$ cat src/rtl/seg_scan_ctrl_if.sv
// Load port for seg_scan_ctrl: a packed nibble-per-digit value offered over valid/ready.
interface seg_scan_ctrl_if #(
  parameter int unsigned N_DIGITS = 4
) ();

  logic [4*N_DIGITS-1:0] Value;
  logic                  Load_valid;
  logic                  Load_ready;

  modport master (
    output Value,
    output Load_valid,
    input  Load_ready
  );

  modport slave (
    input  Value,
    input  Load_valid,
    output Load_ready
  );

endinterface

$ cat src/rtl/seg_scan_ctrl.sv
// Time-multiplexed scan controller for common-anode 7-segment digits.
// Walks the digits GAP -> SHOW per slot, drives one anode at a time and presents the
// lit digit's nibble to a shared decoder. New values are double-buffered and only
// committed at frame boundaries (or while idle), so a frame is never torn.
module seg_scan_ctrl #(
  parameter int unsigned N_DIGITS = 4,
  parameter int unsigned DWELL    = 1000,
  parameter int unsigned BLANK    = 16,
  parameter bit          LZB_EN   = 1'b1
) (
  input  logic                Clk,
  input  logic                Reset_n,
  input  logic                Enable,
  input  logic [N_DIGITS-1:0] Dp_mask,
  seg_scan_ctrl_if.slave      load,
  output logic [3:0]          Seg_code,
  output logic                Seg_dp_n,
  output logic [N_DIGITS-1:0] Anode_n,
  output logic                Frame_tick
);

  localparam int unsigned CntMax = (DWELL > BLANK) ? DWELL : BLANK;
  localparam int unsigned CntW   = (CntMax > 1) ? $clog2(CntMax) : 1;
  localparam int unsigned IdxW   = $clog2(N_DIGITS);
  localparam int unsigned DataW  = 4 * N_DIGITS;

  localparam logic [CntW-1:0] ShowLast = CntW'(DWELL - 1);
  // Gap is never entered when BLANK is 0, so the clamp only keeps the constant legal.
  localparam logic [CntW-1:0] GapLast  = CntW'((BLANK > 0) ? BLANK - 1 : 0);
  localparam logic [IdxW-1:0] IdxLast  = IdxW'(N_DIGITS - 1);

  typedef enum logic [1:0] {
    StIdle,
    StGap,
    StShow
  } state_e;

  state_e             state_q, state_d;
  logic [IdxW-1:0]    idx_q, idx_d;
  logic [CntW-1:0]    cnt_q, cnt_d;
  logic [DataW-1:0]   disp_q, disp_d;
  logic [DataW-1:0]   shadow_q;
  logic               pending_q, pending_d;
  logic               frame_end;
  logic               xfer;
  logic               commit;

  logic [N_DIGITS-1:0] lead_zero;
  logic                all_zero;
  logic [3:0]          nib;
  logic                blanked;

  logic [N_DIGITS-1:0] anode_d;
  logic [3:0]          code_d;
  logic                dp_n_d;

  // Scan sequencing: slot counter, digit index and frame-end detection.
  always_comb begin
    state_d   = state_q;
    idx_d     = idx_q;
    cnt_d     = cnt_q;
    frame_end = 1'b0;
    if (!Enable) begin
      state_d = StIdle;
      idx_d   = '0;
      cnt_d   = '0;
    end else begin
      unique case (state_q)
        StIdle: begin
          state_d = (BLANK == 0) ? StShow : StGap;
          idx_d   = '0;
          cnt_d   = '0;
        end
        StGap: begin
          if (cnt_q == GapLast) begin
            state_d = StShow;
            cnt_d   = '0;
          end else begin
            cnt_d = cnt_q + 1'b1;
          end
        end
        StShow: begin
          if (cnt_q == ShowLast) begin
            state_d = (BLANK == 0) ? StShow : StGap;
            cnt_d   = '0;
            if (idx_q == IdxLast) begin
              idx_d     = '0;
              frame_end = 1'b1;
            end else begin
              idx_d = idx_q + 1'b1;
            end
          end else begin
            cnt_d = cnt_q + 1'b1;
          end
        end
        default: state_d = StIdle;
      endcase
    end
  end

  // Load buffering: accept into shadow, commit to display at frame end or while idle.
  always_comb begin
    xfer      = load.Load_valid & ~pending_q;
    commit    = pending_q & (frame_end | (state_q == StIdle));
    pending_d = pending_q;
    disp_d    = disp_q;
    if (xfer) begin
      pending_d = 1'b1;
    end else if (commit) begin
      pending_d = 1'b0;
      disp_d    = shadow_q;
    end
  end

  assign load.Load_ready = ~pending_q;

  // Leading-zero map: lead_zero[i] is set when digits N-1 down to i are all zero.
  always_comb begin
    lead_zero = '0;
    all_zero  = 1'b1;
    for (int i = N_DIGITS - 1; i >= 0; i--) begin
      all_zero     = all_zero & (disp_d[4*i +: 4] == 4'h0);
      lead_zero[i] = all_zero;
    end
  end

  // Output decode from the next state so the registered outputs line up with it.
  always_comb begin
    nib     = disp_d[{idx_d, 2'b00} +: 4];
    blanked = LZB_EN && (idx_d != '0) && lead_zero[idx_d];
    anode_d = '1;
    code_d  = 4'h0;
    dp_n_d  = 1'b1;
    unique case (state_d)
      StGap: begin
        code_d = nib;
      end
      StShow: begin
        code_d = nib;
        if (!blanked) begin
          anode_d[idx_d] = 1'b0;
          dp_n_d         = ~Dp_mask[idx_d];
        end
      end
      default: begin
        code_d = 4'h0;
      end
    endcase
  end

  // State, buffers and registered outputs; reset blanks the display immediately.
  always_ff @(posedge Clk or negedge Reset_n) begin
    if (!Reset_n) begin
      state_q    <= StIdle;
      idx_q      <= '0;
      cnt_q      <= '0;
      disp_q     <= '0;
      shadow_q   <= '0;
      pending_q  <= 1'b0;
      Anode_n    <= '1;
      Seg_code   <= 4'h0;
      Seg_dp_n   <= 1'b1;
      Frame_tick <= 1'b0;
    end else begin
      state_q    <= state_d;
      idx_q      <= idx_d;
      cnt_q      <= cnt_d;
      disp_q     <= disp_d;
      pending_q  <= pending_d;
      if (xfer) begin
        shadow_q <= load.Value;
      end
      Anode_n    <= anode_d;
      Seg_code   <= code_d;
      Seg_dp_n   <= dp_n_d;
      Frame_tick <= frame_end;
    end
  end

endmodule
$ cat src/flat_wrapper.sv
// flat-port wrapper written by rule: the top's interface ports become plain ports
module seg_scan_ctrl_flat 
#(
  parameter int unsigned N_DIGITS = 4,
  parameter int unsigned DWELL    = 1000,
  parameter int unsigned BLANK    = 16,
  parameter bit          LZB_EN   = 1'b1
)
  (Clk, Reset_n, Enable, Dp_mask, Seg_code, Seg_dp_n, Anode_n, Frame_tick, load_Value, load_Load_valid, load_Load_ready);
  seg_scan_ctrl_if #(.N_DIGITS(N_DIGITS)) load_i ();
  input  logic Clk;
  input  logic Reset_n;
  input  logic Enable;
  input  logic [N_DIGITS-1:0] Dp_mask;
  output logic [3:0] Seg_code;
  output logic Seg_dp_n;
  output logic [N_DIGITS-1:0] Anode_n;
  output logic Frame_tick;
  input wire logic [$bits(load_i.Value)-1:0] load_Value;
  input wire logic [$bits(load_i.Load_valid)-1:0] load_Load_valid;
  output wire logic [$bits(load_i.Load_ready)-1:0] load_Load_ready;
  assign load_i.Value = load_Value;
  assign load_i.Load_valid = load_Load_valid;
  assign load_Load_ready = load_i.Load_ready;
  seg_scan_ctrl #(.N_DIGITS(N_DIGITS), .DWELL(DWELL), .BLANK(BLANK), .LZB_EN(LZB_EN)) u_core (.Clk(Clk), .Reset_n(Reset_n), .Enable(Enable), .Dp_mask(Dp_mask), .load(load_i), .Seg_code(Seg_code), .Seg_dp_n(Seg_dp_n), .Anode_n(Anode_n), .Frame_tick(Frame_tick));
endmodule
$ cat config.mk
export PLATFORM = sky130hd
export DESIGN_NAME = seg_scan_ctrl_flat
export DESIGN_NICKNAME = d
export VERILOG_FILES = /design/src/rtl/seg_scan_ctrl_if.sv /design/src/rtl/seg_scan_ctrl.sv /design/src/flat_wrapper.sv
export SDC_FILE = /design/constraint.sdc
export NUM_CORES = 1
export LEC_CHECK = 0
export CORE_UTILIZATION = 55
export CTS_CLUSTER_SIZE = 12
export DETAILED_ROUTE_END_ITERATION = 10
export PLACE_DENSITY = 0.87
export SLEW_MARGIN = 20
export SYNTH_ARGS = -nofsm -noshare
export SYNTH_HDL_FRONTEND = slang
export SYNTH_SLANG_ARGS = --single-unit
export TNS_END_PERCENT = 30
$ cat constraint.sdc
create_clock -name Clk -period 8.1 [get_ports Clk]
set_input_delay 2.43 -clock Clk [delete_from_list [all_inputs] [get_ports Clk]]
set_output_delay 2.43 -clock Clk [all_outputs]
set_load 0.05 [all_outputs]
==> flow_metrics.py, run 1 <==
metrics = {
    "yosys": {
        "synthArstFlopShare_pct": 100,
        "synthCells": 245,
        "syn_area_per_cell_um2": 11.7,
        "synth_area_mm2": 0.00288,
        "synth-main-ff-cell": "dfrtp_1",
        "ys_top_cells_by_area": "dfrtp_1, mux2_2, mux2i_1",
        "synth_top_area_share_pct": 45.3,
        "synth_edf_count": 0,
        "synth_nets": 276,
        "synth_warnings": 0,
        "yosysUniqueCellTypes": 45,
        "ys_seq_area_share_pct": 49.8,
        "ys_ff_latch": 57,
        "yosys.area.top_type": "dfrtp_1",
    },
    "global_routing": {
        "gr-total-overflow": 0,
        "grt_util_met3_pct": 6.50,
        "grtUsageTotal_pct": 24.0,
        "grt_pass1_wl_um": 9640,
        "grtUsageMet2_pct": 37.8,
        "grtUsageMet1_pct": 31.1,
        "top_usage_layer": "met2",
        "grt_pass1_vias": 2079,
        "grt_max_degree": 58,
        "antenna_found_initial": 0,
    },
    "min_path": {
        "hold_depth": 1,
        "hold_end": "u_core.disp_q[3]",
        "hold_start": "u_core.disp_q[3]",
        "worstHoldPathType": "reg -> reg",
    },
    "clock_network": {
        "cts_tree": "done",
        "numCtsBuffers": 9,
        "root_buffer": "clkbuf_8",
        "cts_hold_buf": 0,
        "ctsResizeCount": 0,
        "cts_setup_buffers": 0,
        "clkSinkCount": 57,
        "clk_pin_slew_ns": 0.07,
        "ctsLongestPathBuffers": 2,
        "clk-insertion-delay-late_ns": 0.33,
        "htreeDepth": 3,
    },
    "timing": {
        "final_hold_viol_count": 0,
        "finalCriticalPeriod_ns": 4.66,
        "tns_ns": 0,
        "slew_headroom_pct": 24.4,
        "hold-worst-slack_ns": 0.508,
        "clock_skew_ns": 0.00954,
        "final-setup-viol-count": 0,
        "fin_crit_sh_pct": 57.5,
        "tightest_slew_ns": 1.13,
        "rsz0062_at_grt": "false",
        "clock.fmax_mhz": 215,
        "slew_viol_final": 0,
    },
    "final_layout": {
        "fillCellCount": 374,
        "diodes": 0,
        "layout-drive-gt1-share_pct": 23.4,
        "syn2layout_area_growth_pct": 20.3,
        "final_cell_mix": "dfrtp_1, clkdlybuf4s50_1, mux2_2",
        "mostFrequentLayoutCell": "dfrtp_1",
        "nNetsFinal": 316,
    },
    "route": {
        "totalWireLength_um": 5770,
        "vias_per_cell": 5.80,
        "detail-route-antenna-nets": 0,
        "drtPass1Iterations": 4,
        "vias": 2071,
        "wire_per_inst_um": 16.2,
        "drc": 0,
        "drt_iter0_markers": 184,
    },
    "setup_path": {
        "cp-start-kind": "input port",
        "crit_buf_inv": 1,
        "worstSetupPathType": "in -> reg",
        "cp-end-kind": "flip-flop",
        "crit_required_ns": 8.31,
        "cpLargestDelayFamily": "compound AO/OA/AOI/OAI gates",
        "cpPeakStageDelay_ns": 0.88,
        "crit_fanout": 22,
        "r2r_slack_ns": 4.98,
        "crit_arrival_ns": 4.87,
        "rr_worst_depth": 9,
        "worstPathCellList": "clkdlybuf4s50_1, nand3_1, nor4_4, o21ai_2, mux2_2, nor2b_1, a221o_1",
        "r2r-end": "u_core.Seg_code[2]",
        "rr_startpoint": "u_core.cnt_q[5]",
        "cp_slowest_cell": "o21ai_2",
    },
    "run_status": {
        "status": "complete, no violations",
    },
    "pwr": {
        "power_per_cell_area_mw_per_mm2": 250,
        "p_leak_nw": 1.55,
        "ir_drop_uv": 174,
        "power_uw": 863,
    },
    "run": {
        "cap_violations": 0,
    },
    "floorplanning": {
        "initial_core_util_pct": 58.9,
        "io_pins": 35,
        "die_w_um": 74.3,
        "die_area_mm2": 0.00552,
        "core_mm2": 0.00488,
        "rows": 25,
        "die_h_um": 74.3,
    },
    "placement": {
        "routabilityCongestion": 0.899,
        "port-buffer-count": 34,
        "dp_hpwl_um": 4030,
    },
}
==> Yosys cell counts, types with 2 or more instances <==
cell and instances:
nor2_1 11, nand2b_1 6, clkbuf_1 3, or4_1 2, nand3_1 9, inv_1 9, ha_1 7, mux2_2 32
nor3_1 3, a221o_1 4, buf_2 2, a21o_1 2, nand2_1 13, nor4_1 10, buf_1 2, o31ai_1 3
o21ai_0 17, nor2b_1 8, dfstp_2 5, and3_1 4, mux2i_1 15, dfrtp_1 52, a21oi_1 3, o211ai_1 2
==> layout make-up <==
type	instances	area (µm²)	area share, %
clock buffer	11	151	4.38
clock inverter	5	30.0	0.868
inverter	9	33.8	0.977
multi-input combinational	171	1370	39.6
sequential	57	1430	41.4
tap	67	83.8	2.42
timing repair buffer	37	358	10.3
==> worst register-to-register path: cells and delay by family (launching register included) <==
kind	cells	cell delay [ns]
flops	1	0.46
compound gates	3	0.61
simple gates	5	1.73
fa+ha+maj	1	0.26
==> layer usage <==
| layer | share of wire (%) | vias up |
|---|---|---|
| li1 | - | 978 |
| met1 | 44 | 1028 |
| met2 | 50 | 52 |
| met3 | 4.2 | 13 |
| met4 | 2.1 | 0 |
| met5 | 0 | - |
==> state kept, by name (all words and copies together), names as in the netlist <==
register / flops
u_core.shadow_q: 16
u_core.state_q: 2
u_core.Seg_code: 4
u_core.pending_q: 1
u_core.Frame_tick: 1
u_core.idx_q: 2
u_core.Seg_dp_n: 1
u_core.Anode_n: 4
u_core.cnt_q: 10
u_core.disp_q: 16
==> cell families after synthesis <==
| kind of cell | Yosys count | synth area share (%) |
|---|---|---|
| simple gates | 75 | 15.6 |
| mux | 47 | 17.8 |
| fa+ha+maj | 7 | 3.05 |
| xor+xnor | 2 | 0.609 |
| compound gates | 40 | 10.6 |
| buf+inv | 17 | 2.57 |
| flops | 57 | 49.8 |
==> stage by stage <==
stage / instances / setup WS, ns / instance area (µm²) / util [%]
2_1_floorplan: 245 / 4.20 / 2880 / -
3_3_place_gp: 341 / 3.17 / 3280 / 67.2
3_5_place_dp: 341 / 3.13 / 3280 / 67.2
4_1_cts: 357 / 3.49 / 3460 / 70.9
5_1_grt: 357 / 3.34 / 3460 / 70.9
6_report: 357 / 3.44 / 3460 / 70.9
==> report_power, final <==
| group | leakage (nW) | switching (mW) | internal [mW] |
|---|---|---|---|
| Clock | 0.0911 | 0.113 | 0.126 |
| Sequential | 0.700 | 0.0607 | 0.361 |
| Combinational | 0.757 | 0.0913 | 0.112 |
| Total | 1.55 | 0.265 | 0.599 |
==> worst max path at each step <==
stage / startpoint / to / slack (ns) / cells past startpoint
2_1_floorplan: Enable / u_core.Seg_code[1] / 4.20 / 7
3_3_place_gp: Enable / u_core.Seg_code[2] / 3.17 / 7
3_5_place_dp: Enable / u_core.Seg_code[1] / 3.13 / 7
4_1_cts: Enable / u_core.Seg_code[0] / 3.49 / 7
5_1_grt: Enable / u_core.Seg_code[0] / 3.34 / 7
6_report: Enable / u_core.Seg_code[0] / 3.44 / 7
Power figures use the tool's default switching activity.
==> run 2, diff against run 1 <==
- clock period: 8.1 -> 4.6 ns (I/O delays scaled with it)
==> run 2 against run 1 <==
Compared with the run above:
- non-clock buffer count up 1
- sequential share of layout area down 0.25 points
- final area up 0.62%
- combinational power up 82%
- cell count unchanged
- via count up 1.8%
- clock power up 95%
- sequential power up 76%
- first-iteration DRC count up 9.8%
- core utilization up 0.44 points
- highest routed layer unchanged
==> flow_metrics.py, run 2 (synthesized netlist as in run 1, its figures left out) <==
metrics = {
    "setup_path": {
        "worstSetupPathType": "in -> reg",
        "cp-end-kind": "flip-flop",
        "crit_fanout": 13,
        "cp-start-kind": "input port",
        "crit_required_ns": 4.81,
        "crit_arrival_ns": 3.70,
    },
    "placement": {
        "routabilityCongestion": 0.831,
        "dp_hpwl_um": 4240,
        "port-buffer-count": 34,
    },
    "floorplanning": {
        "rows": 25,
        "die_w_um": 74.3,
        "io_pins": 35,
        "initial_core_util_pct": 58.9,
        "die_h_um": 74.3,
        "core_mm2": 0.00488,
        "die_area_mm2": 0.00552,
    },
    "final_layout": {
        "mostFrequentLayoutCell": "dfrtp_1",
        "nNetsFinal": 317,
        "diodes": 0,
        "reg.largest.list": "u_core.disp_q x16, u_core.shadow_q x16, u_core.cnt_q x10",
        "final_cell_mix": "dfrtp_1, clkdlybuf4s50_1, mux2_2",
        "layout-drive-gt1-share_pct": 23.1,
        "syn2layout_area_growth_pct": 21.0,
    },
    "min_path": {
        "worstHoldPathType": "reg -> reg",
    },
    "clock_network": {
        "clk_pin_slew_ns": 0.06,
        "clk-insertion-delay-late_ns": 0.33,
        "clkSinkCount": 57,
        "cts_hold_buf": 0,
        "htreeDepth": 3,
        "ctsLongestPathBuffers": 2,
        "cts_tree": "done",
        "cts_setup_buffers": 0,
        "ctsResizeCount": 0,
        "numCtsBuffers": 9,
        "root_buffer": "clkbuf_8",
    },
    "global_routing": {
        "grt_max_degree": 37,
        "grt_pass1_vias": 2054,
        "gr-total-overflow": 0,
        "grt_pass1_wl_um": 9910,
        "grtUsageTotal_pct": 25.0,
        "antenna_found_initial": 0,
    },
    "run_status": {
        "status": "complete, no violations",
    },
    "route": {
        "vias": 2108,
        "totalWireLength_um": 6080,
        "drc": 0,
        "wire_per_inst_um": 17.0,
        "drtPass1Iterations": 4,
        "drt_iter0_markers": 202,
        "detail-route-antenna-nets": 0,
        "vias_per_cell": 5.90,
    },
    "pwr": {
        "pwr-share-comb_pct": 23.5,
        "power_per_cell_area_mw_per_mm2": 453,
        "p_sw_uw": 466,
        "sequentialPowerShare_pct": 47.1,
        "switching_share_pct": 29.6,
        "p_leak_nw": 1.56,
        "clkPwrFrac_pct": 29.4,
        "power.internal_mw": 1.11,
        "ir_drop_uv": 397,
    },
    "timing": {
        "final_hold_viol_count": 0,
        "clock_skew_ns": 0.00633,
        "rsz0062_at_grt": "false",
        "slew_viol_final": 0,
        "tightest_slew_ns": 1.03,
        "finalCriticalPeriod_ns": 3.49,
        "final-setup-viol-count": 0,
        "hold-worst-slack_ns": 0.508,
        "clock.fmax_mhz": 287,
        "fin_crit_sh_pct": 75.8,
        "tns_ns": 0,
        "slew_headroom_pct": 31.1,
    },
    "run": {
        "cap_violations": 0,
    },
}
==> run 2: worst paths after layout <==
| kind | slack [ns] | cells past startpoint | from | to |
|---|---|---|---|---|
| max | 1.11 | 7 | Enable | u_core.Seg_code[0] |
| min | 0.51 | 2 | u_core.cnt_q[1] | u_core.cnt_q[1] |
| max reg2reg | 1.44 | 9 | u_core.cnt_q[5] | u_core.Seg_code[0] |
| min reg2reg | 0.51 | 2 | u_core.cnt_q[1] | u_core.cnt_q[1] |
| max in group asynchronous | 2.68 | 2 | Reset_n | u_core.disp_q[9] |
| min in group asynchronous | 1.13 | 1 | Reset_n | u_core.cnt_q[8] |
==> run 2: area by class of cell <==
| type | instances | area, µm² |
|---|---|---|
| Clock buffer | 12 | 155 |
| Clock inverter | 3 | 40.0 |
| Fill cell | 348 | 1400 |
| Inverter | 9 | 33.8 |
| Multi-Input combinational cell | 171 | 1370 |
| Sequential cell | 57 | 1430 |
| Tap cell | 67 | 83.8 |
| Timing Repair Buffer | 38 | 365 |
==> run 2: worst max-delay path, stage by stage <==
cell and delay [ns]:
clkdlybuf4s50_1 0.51, nand3_1 0.17, nor4_4 0.06, o21ai_2 0.57, buf_4 0.31, mux2_2 0.37, a221o_1 0.32
==> run 2: through the flow <==
stage / instances / worst slack (ns) / cell area, µm² / utilization (%) / power, mW
3_3_place_gp: 342 / 0.864 / 3280 / 67.3 / 1.09
3_5_place_dp: 342 / 0.789 / 3280 / 67.3 / 1.11
6_report: 357 / 1.11 / 3480 / 71.3 / 1.58
2_1_floorplan: 245 / 1.75 / 2880 / - / 0.977
4_1_cts: 357 / 1.13 / 3480 / 71.3 / 1.58
5_1_grt: 357 / 1.00 / 3480 / 71.3 / 1.64
==> run 2: power by group through the flow <==
stage	Combinational, mW	Clock (mW)	Sequential (mW)
2_1_floorplan	0.241	0	0.736
3_3_place_gp	0.350	0	0.737
3_5_place_dp	0.367	0	0.747
4_1_cts	0.371	0.469	0.740
5_1_grt	0.395	0.488	0.755
6_report	0.370	0.464	0.743
==> run 2: per-layer routing <==
| metal | track usage [%] | vias up | share of wire, % |
|---|---|---|---|
| li1 | - | 987 | - |
| met1 | 31.1 | 1053 | 42 |
| met2 | 42.0 | 55 | 53 |
| met3 | 4.61 | 13 | 3.4 |
| met4 | 12.4 | 0 | 1.7 |
| met5 | 0 | - | 0 |
==> run 3, diff against run 2 <==
- clock period: 4.6 -> 3.35 ns (I/O delays scaled with it)
==> run 3 against run 2 <==
Compared with the run above:
- clock power rose by 53%
- flip-flop and latch count did not move
- critical path depth rose by 2
- non-clock buffer count rose by 3
- highest routed layer unchanged
==> flow_metrics.py, run 3 (synthesized netlist as in run 1, its figures left out) <==
metrics = {
    "floorplanning": {
        "die_area_mm2": 0.00552,
        "core_mm2": 0.00488,
        "io_pins": 35,
        "initial_core_util_pct": 58.9,
        "rows": 25,
        "die_h_um": 74.3,
        "die_w_um": 74.3,
    },
    "timing": {
        "final-setup-viol-count": 0,
        "tns_ns": 0,
        "clock.fmax_mhz": 326,
        "tightest_slew_ns": 0.761,
        "finalCriticalPeriod_ns": 3.07,
        "fin_crit_sh_pct": 91.7,
        "clock_skew_ns": 0.00592,
        "rsz0062_at_grt": "false",
        "final_hold_viol_count": 0,
        "slew_viol_final": 0,
        "slew_headroom_pct": 49.1,
    },
    "final_layout": {
        "layout-drive-gt1-share_pct": 24.5,
        "reg.largest.list": "u_core.disp_q x16, u_core.shadow_q x16, u_core.cnt_q x10",
        "multi_input_area_mm2": 0.00138,
        "nNetsFinal": 320,
        "layout.cells.non_filler": 361,
        "seq_area_mm2": 0.00143,
        "syn2layout_area_growth_pct": 23.2,
        "diodes": 0,
        "fillCellCount": 364,
        "mostFrequentLayoutCell": "dfrtp_1",
        "final_cell_mix": "dfrtp_1, clkdlybuf4s50_1, mux2_2",
    },
    "setup_path": {
        "crit_fanout": 6,
        "worstSetupPathType": "reg -> reg",
        "crit_required_ns": 3.62,
        "rr_worst_depth": 9,
        "cp-end-kind": "flip-flop",
        "r2r-end": "u_core.Seg_code[1]",
        "crit_arrival_ns": 3.34,
        "cp-start-kind": "flip-flop",
        "rr_startpoint": "u_core.cnt_q[5]",
        "r2r_slack_ns": 0.28,
    },
    "route": {
        "totalWireLength_um": 6180,
        "wire_per_inst_um": 17.1,
        "drt_iter0_markers": 164,
        "vias_per_cell": 5.93,
        "drc": 0,
        "detail-route-antenna-nets": 0,
        "drtPass1Iterations": 4,
        "vias": 2139,
    },
    "clock_network": {
        "numCtsBuffers": 9,
        "ctsLongestPathBuffers": 2,
        "clkSinkCount": 57,
        "htreeDepth": 3,
        "clk_pin_slew_ns": 0.06,
        "cts_hold_buf": 0,
        "clk-insertion-delay-late_ns": 0.33,
        "root_buffer": "clkbuf_8",
        "cts_tree": "done",
    },
    "global_routing": {
        "antenna_found_initial": 0,
        "grt_pass1_vias": 2116,
        "grt_max_degree": 49,
        "grtUsageTotal_pct": 25.1,
        "grt_pass1_wl_um": 9910,
        "gr-total-overflow": 0,
    },
    "min_path": {
        "hold_depth": 1,
        "hold_start": "u_core.disp_q[0]",
        "worstHoldPathType": "reg -> reg",
        "hold_end": "u_core.disp_q[0]",
    },
    "placement": {
        "place_inst": 345,
        "routabilityCongestion": 0.918,
        "port-buffer-count": 34,
        "dp_hpwl_um": 4260,
    },
    "pwr": {
        "power_per_cell_area_mw_per_mm2": 632,
        "p_sw_uw": 644,
        "switching_share_pct": 28.8,
        "sequentialPowerShare_pct": 45.8,
        "power.internal_mw": 1.59,
        "ir_drop_uv": 484,
        "power_mw": 2.24,
        "p_leak_nw": 1.59,
        "pwr-share-comb_pct": 22.6,
        "clkPwrFrac_pct": 31.6,
    },
    "run": {
        "cap_violations": 0,
    },
    "run_status": {
        "status": "complete, no violations",
    },
}
## run 3: layout make-up
type,instances,share of cell area (%)
multi-input combinational,171,38.8
clock buffer,15,5.55
timing repair buffer,41,11.0
clock inverter,1,0.848
sequential,57,40.4
tap,67,2.37
inverter,9,0.954
## run 3: how the worst max path moves through the flow
| stage | depth (start not counted) | to | slack, ns | start |
|---|---|---|---|---|
| global route | 10 | u_core.Seg_code[2] | 0.14 | u_core.state_q[0] |
| finish | 9 | u_core.Seg_code[1] | 0.28 | u_core.cnt_q[5] |
| CTS | 9 | u_core.Seg_code[2] | 0.30 | u_core.cnt_q[5] |
| floorplan | 9 | u_core.Seg_code[0] | 0.56 | u_core.cnt_q[5] |
| detailed placement | 7 | u_core.Seg_code[1] | 0.18 | Enable |
| global placement | 7 | u_core.Seg_code[0] | 0.24 | Enable |
## run 3: critical path: stages (launching register included)
cell and delay (ns):
dfrtp_1 0.45, or4b_2 0.71, o41ai_1 0.38, nand2_1 0.09
nand2_1 0.08, a21o_1 0.14, ha_1 0.26, or4b_1 0.64
nor2b_1 0.15, a221o_1 0.12
## run 3: repair_timing
item | 4_1_cts | 5_1_grt
setup buffers | 0 | 0
gates resized for setup | 0 | 1
endpoints found under the setup margin | 0 | 4
## run 3: through the flow
stage          util, %  instance area (µm²)  hold WS (ns)  setup slack, ns
5_1_grt           72.6                 3540         0.533            0.144
6_report          72.6                 3540         0.504            0.279
3_5_place_dp      67.8                 3310         0.494            0.177
2_1_floorplan        -                 2880         0.468            0.556
3_3_place_gp      67.8                 3310         0.484            0.239
4_1_cts           72.4                 3530         0.508            0.296
## run 3: per-layer routing
layer,vias up,GRT usage [%],wire length [µm]
met4,0,11.5,97
met2,56,43.0,3290
met1,1081,29.7,2550
li1,992,-,-
met5,-,0,0
met3,10,6.23,231
## run 3: power by group through the flow
stage / clock, mW / combinational [mW] / sequential, mW
finish: 0.708 / 0.505 / 1.03
global route: 0.750 / 0.541 / 1.04
CTS: 0.719 / 0.507 / 1.02
detailed placement: 0 / 0.504 / 1.03
global placement: 0 / 0.483 / 1.01
floorplan: 0 / 0.331 / 1.01
